$ cat config.mk
export PLATFORM = sky130hd
export DESIGN_NAME = instr_fetch_stage_flat
export DESIGN_NICKNAME = d
export VERILOG_FILES = /design/src/rtl/ifetch_pkg.sv /design/src/rtl/ifetch_out_if.sv /design/src/rtl/ifetch_perf_ctr.sv /design/src/rtl/instr_fetch_stage.sv /design/src/flat_wrapper.sv
export SDC_FILE = /design/constraint.sdc
export NUM_CORES = 1
export LEC_CHECK = 0
export CAP_MARGIN = 20
export CORE_MARGIN = 5
export CORE_UTILIZATION = 50
export CTS_BUF_LIST = sky130_fd_sc_hd__clkbuf_4
export CTS_CLUSTER_SIZE = 12
export DETAILED_ROUTE_END_ITERATION = 6
export GPL_ROUTABILITY_DRIVEN = 0
export PLACE_DENSITY = 0.87
export SYNTH_ARGS = -nofsm -noshare
export SYNTH_HDL_FRONTEND = slang
export SYNTH_SLANG_ARGS = --single-unit
$ cat constraint.sdc
create_clock -name clk -period 9.8 [get_ports clk]
set_input_delay 2.94 -clock clk [delete_from_list [all_inputs] [get_ports clk]]
set_output_delay 2.94 -clock clk [all_outputs]
set_load 0.01 [all_outputs]
$ cat src/rtl/ifetch_pkg.sv
// Shared types and constants for the instruction fetch stage.
package ifetch_pkg;
   localparam int XLEN = 32;
   localparam logic [XLEN-1:0] NOP_INSTR_DEFAULT = 32'h0000_0013;

   typedef enum logic [1:0] {IDLE, RUN, HALT} fetch_state_t;

   typedef struct packed {
      logic [31:0] instr;
      logic [31:0] pc;
   } fetch_pkt_t;

   function automatic logic is_misaligned(input logic [1:0] low_bits);
      return low_bits != 2'b00;
   endfunction
endpackage

$ cat src/rtl/ifetch_out_if.sv
// Fetch-to-decode valid/ready handshake carrying {instr, pc}.
interface ifetch_out_if;
   import ifetch_pkg::*;

   logic            out_valid;
   logic            out_ready;
   logic [XLEN-1:0] out_instr;
   logic [XLEN-1:0] out_pc;

   modport master (output out_valid, output out_instr, output out_pc, input out_ready);
   modport slave  (input out_valid, input out_instr, input out_pc, output out_ready);
endinterface

$ cat src/rtl/ifetch_perf_ctr.sv
// Accepted-handshake and stall-cycle counters for the fetch stage; both wrap
// at 2**32 and hold while count_en is low.
module ifetch_perf_ctr (
   input  logic        clk,
   input  logic        reset,
   input  logic        count_en,
   input  logic        fire,
   input  logic        stall,
   output logic [31:0] fetch_cnt,
   output logic [31:0] stall_cnt
);
   always_ff @(posedge clk or posedge reset) begin
      if (reset) begin
         fetch_cnt <= '0;
         stall_cnt <= '0;
      end else if (count_en) begin
         if (fire)  fetch_cnt <= fetch_cnt + 32'd1;
         if (stall) stall_cnt <= stall_cnt + 32'd1;
      end
   end
endmodule

$ cat src/rtl/instr_fetch_stage.sv
// PC/fetch stage in front of the instruction ROM. Optional performance
// counters are added when IFETCH_PERF_EN is defined.
//
// state | meaning
// IDLE  | no fetch; waits for fetch_en, redirects still load the PC
// RUN   | fetching one word per cycle into the output slot
// HALT  | misaligned redirect seen; frozen until reset
module instr_fetch_stage
   import ifetch_pkg::*;
#(
   parameter int              ADDR_W    = 12,
   parameter logic [XLEN-1:0] RESET_PC  = 32'h0000_0000,
   parameter logic [XLEN-1:0] NOP_INSTR = NOP_INSTR_DEFAULT
) (
   input  logic              clk,
   input  logic              reset,
   input  logic              fetch_en,
   output logic [ADDR_W-1:0] rom_addr,
   input  logic [XLEN-1:0]   rom_data,
   input  logic              redirect_valid,
   input  logic [XLEN-1:0]   redirect_pc,
   ifetch_out_if.master      out_bus,
   output logic              fetch_err
`ifdef IFETCH_PERF_EN
   ,
   output logic [31:0]       perf_fetch_cnt,
   output logic [31:0]       perf_stall_cnt
`endif
);
   fetch_state_t    state;
   logic [XLEN-1:0] pc;
   logic            valid_q;
   fetch_pkt_t      slot_q;
   logic            slot_free;

   assign rom_addr  = pc[ADDR_W+1:2];
   assign slot_free = ~valid_q | out_bus.out_ready;

   // The slot instruction is masked rather than cleared so a flush never needs a write.
   assign out_bus.out_valid = valid_q;
   assign out_bus.out_instr = valid_q ? slot_q.instr : NOP_INSTR;
   assign out_bus.out_pc    = slot_q.pc;

   always_ff @(posedge clk or posedge reset) begin
      if (reset) begin
         state     <= IDLE;
         pc        <= RESET_PC;
         valid_q   <= 1'b0;
         slot_q    <= '{instr: NOP_INSTR, pc: '0};
         fetch_err <= 1'b0;
      end else begin
         case (state)
            IDLE, RUN: begin
               if (redirect_valid) begin
                  valid_q <= 1'b0;
                  if (is_misaligned(redirect_pc[1:0])) begin
                     fetch_err <= 1'b1;
                     state     <= HALT;
                  end else begin
                     pc <= redirect_pc;
                  end
               end else if (state == IDLE) begin
                  if (fetch_en) state <= RUN;
               end else if (fetch_en && slot_free) begin
                  slot_q  <= '{instr: rom_data, pc: pc};
                  valid_q <= 1'b1;
                  pc      <= pc + 32'd4;
               end else if (!fetch_en && out_bus.out_ready) begin
                  valid_q <= 1'b0;
               end
            end
            HALT:    valid_q <= 1'b0;
            default: state   <= IDLE;
         endcase
      end
   end

`ifdef IFETCH_PERF_EN
   ifetch_perf_ctr u_perf (
      .clk       (clk),
      .reset     (reset),
      .count_en  (state != HALT),
      .fire      (valid_q & out_bus.out_ready),
      .stall     (valid_q & ~out_bus.out_ready),
      .fetch_cnt (perf_fetch_cnt),
      .stall_cnt (perf_stall_cnt)
   );
`endif
endmodule

$ cat src/flat_wrapper.sv
// flat-port wrapper written by rule: the top's interface ports become plain ports
module instr_fetch_stage_flat import ifetch_pkg::*;
#(
   parameter int              ADDR_W    = 12,
   parameter logic [XLEN-1:0] RESET_PC  = 32'h0000_0000,
   parameter logic [XLEN-1:0] NOP_INSTR = NOP_INSTR_DEFAULT
)
  (clk, reset, fetch_en, rom_addr, rom_data, redirect_valid, redirect_pc, fetch_err, out_bus_out_valid, out_bus_out_instr, out_bus_out_pc, out_bus_out_ready);
  ifetch_out_if out_bus_i ();
  input  logic clk;
  input  logic reset;
  input  logic fetch_en;
  output logic [ADDR_W-1:0] rom_addr;
  input  logic [XLEN-1:0] rom_data;
  input  logic redirect_valid;
  input  logic [XLEN-1:0] redirect_pc;
  output logic fetch_err;
  output wire logic [$bits(out_bus_i.out_valid)-1:0] out_bus_out_valid;
  output wire logic [$bits(out_bus_i.out_instr)-1:0] out_bus_out_instr;
  output wire logic [$bits(out_bus_i.out_pc)-1:0] out_bus_out_pc;
  input wire logic [$bits(out_bus_i.out_ready)-1:0] out_bus_out_ready;
  assign out_bus_out_valid = out_bus_i.out_valid;
  assign out_bus_out_instr = out_bus_i.out_instr;
  assign out_bus_out_pc = out_bus_i.out_pc;
  assign out_bus_i.out_ready = out_bus_out_ready;
  instr_fetch_stage #(.ADDR_W(ADDR_W), .RESET_PC(RESET_PC), .NOP_INSTR(NOP_INSTR)) u_core (.clk(clk), .reset(reset), .fetch_en(fetch_en), .rom_addr(rom_addr), .rom_data(rom_data), .redirect_valid(redirect_valid), .redirect_pc(redirect_pc), .out_bus(out_bus_i), .fetch_err(fetch_err));
endmodule
==> flow_summary.yaml <==
run_status:
  status: "finished, final reports clean"
synth:
  synthDistinctLibCells: 57
  synth_seq_cells: 100
  ys.flop_type: "dfrtp_1"
  syn_area_um2: 5110
  synthCells: 602
  synth-async-reset-ratio: 1.00
  yosysSeqAreaShare: 0.490
  synth_area_leader_cell: "dfrtp_1"
  avgSynthCellArea_um2: 8.49
  yosys_warnings: 0
  synth_area_leaders: "dfrtp_1 48%, nand2_1 15%, buf_4 6.5%"
  synth_edf_count: 0
  synth_top_area_frac: 0.475
  synth_nets: 672
sta:
  clock_skew_ns: 0.0242
  tightestPinTransition_ns: 1.02
  period_needed_ns: 5.69
  finalHoldViolations: 0
  grt_setup_unrepaired: "false"
  setup_viol: 0
  finalCritPeriodShare: 0.580
  fmax_mhz: 176
  slew_headroom: 0.314
  slew_violations: 0
  tns_ns: 0
clock_tree:
  path_clk_slew_ns: 0.16
  postCtsSetupRepairBufs: 0
  cts_sinks: 100
  cts_tree: "done"
  clock_latency_ns: 0.46
  cts_resized: 0
  numCtsBuffers: 9
  cts_buffer_depth: 2
  hold_buffers: 0
  clock-root-buffer: "clkbuf_4"
  htree_num_levels: 3
global_routing:
  grt_pass1_vias: 4404
  overflow: 0
  grt_max_degree: 85
  grt_usage: 0.215
  grt_pass1_wl_um: 22000
  antenna_found_initial: 1
power:
  power_density_nw_per_um2: 135
  p_leak_nw: 2.94
  irDropWorstVdd_v: 0.0000709
die:
  dieArea_um2: 12300
  die_w_um: 111
  io_pins: 147
  die_h_um: 111
  initial_core_util: 0.504
  core_um2: 10100
  rows: 37
drt:
  via_per_inst: 5.50
  drt_drc_violations_left: 0
  wirelength_um: 13300
  wl_per_cell_um: 16.0
  first_pass_iters: 6
  via_count: 4560
  ant_nets: 0
  drtIter0Drc: 484
critical_path:
  critPathLaunchType: "input port"
  crit_arrival_ns: 5.98
  critical_path_class: "in -> reg"
  crit_required_ns: 10.10
  cp-end-kind: "register"
  worst-path-max-fanout: 35
final_layout:
  layout_commonest_cell: "nand2_1"
  final_core_util: 0.637
  mostFrequentLayoutCells: "204 x nand2_1, 146 x clkdlybuf4s50_1, 97 x dfrtp_1"
  fin_nets: 757
  area_delta_synth_final_pct: 26.4
  layout-drive-gt1-share: 0.0535
placement:
  io_buffer_count: 146
  dpl.hpwl_um: 9350
worst_hold_path:
  min_path_type: "reg -> reg"
flow_run:
  maxCapViolations: 0
-- power by group --
part,internal [W],switching [W]
clock,0.0000549,0.000137
combinational,0.0000887,0.0000710
sequential,0.000461,0.0000620
total,0.000604,0.000270
-- final timing paths --
check | startpoint | end | slack [ns] | cells after the start
max | redirect_valid | u_core.pc[20]$_DFFE_PP0P_ | 4.11 | 7
min | u_core.slot_q[33]$_DFFE_PP1P_ | u_core.slot_q[33]$_DFFE_PP1P_ | 0.47 | 2
max reg2reg | u_core.out_bus.out_valid$_DFFE_PP0P_ | u_core.pc[20]$_DFFE_PP0P_ | 6.54 | 6
min reg2reg | u_core.slot_q[33]$_DFFE_PP1P_ | u_core.slot_q[33]$_DFFE_PP1P_ | 0.47 | 2
max in group asynchronous | reset | u_core.slot_q[32]$_DFFE_PP1P_ | 6.11 | 4
min in group asynchronous | reset | u_core.out_bus.out_pc[13]$_DFFE_PP0P_ | 2.76 | 2
-- flip-flops by register name, summed over array words and instances, names as in the netlist --
signal,cells
u_core.out_bus.out_pc,32
u_core.fetch_err,1
u_core.pc,32
u_core.slot_q,32
u_core.state,2
u_core.out_bus.out_valid,1
-- worst max-delay path: stages --
cell,delay [ns]
clkdlybuf4s50_1,0.47
buf_4,0.34
clkinv_1,0.80
nor2_1,0.67
nor2_1,0.37
nor3b_1,0.27
o32ai_1,0.10
-- cells in the mapped netlist, drive strengths merged (3+ instances only) --
cell type / count
nor2: 23
nor4: 3
o21ai: 31
nand4: 10
clkbuf: 27
o32ai: 4
mux2i: 5
and2: 32
a21oi: 30
dfrtp: 97
dfstp: 3
buf: 50
nand2b: 5
inv: 7
a22oi: 3
o31ai: 3
nand3: 10
nand2: 204
o22ai: 8
a211oi: 3
and3: 3
and4: 3
nor3: 6
-- area by class of cell --
class	count	area (um2)
flip-flops and latches	100	2510
fillers	820	3680
multi-input cells	417	2120
inverters	8	32.5
clock inverters	6	38.8
well taps	136	170
clock buffers	10	75.1
diodes	1	2.50
repair buffers	151	1520
-- through the flow --
step	hold slack, ns	total power (W)	instances	instance area (um2)	setup WS (ns)
2_1_floorplan	0.430	0.000612	602	5110	4.25
3_3_place_gp	0.444	0.000677	811	6320	3.96
3_5_place_dp	0.450	0.000685	811	6320	3.74
4_1_cts	0.473	0.000878	827	6430	4.24
5_1_grt	0.487	0.000922	829	6460	3.85
6_report	0.470	0.000874	829	6460	4.11
-- cell families after synthesis --
logic type / after synthesis / share of synthesized area
buf+inv: 85 / 0.0957
flops: 100 / 0.490
mux: 5 / 0.00979
xor+xnor: 1 / 0.00171
compound gates: 100 / 0.120
fa+ha+maj: 1 / 0.00245
simple gates: 310 / 0.280
-- metal layers --
layer / global-route usage / routed length, um
met1: 0.276 / 5390
met2: 0.360 / 6470
met3: 0.0557 / 1090
met4: 0.0600 / 306
met5: 0 / 0
No activity file was read; power rests on OpenSTA's default activity.
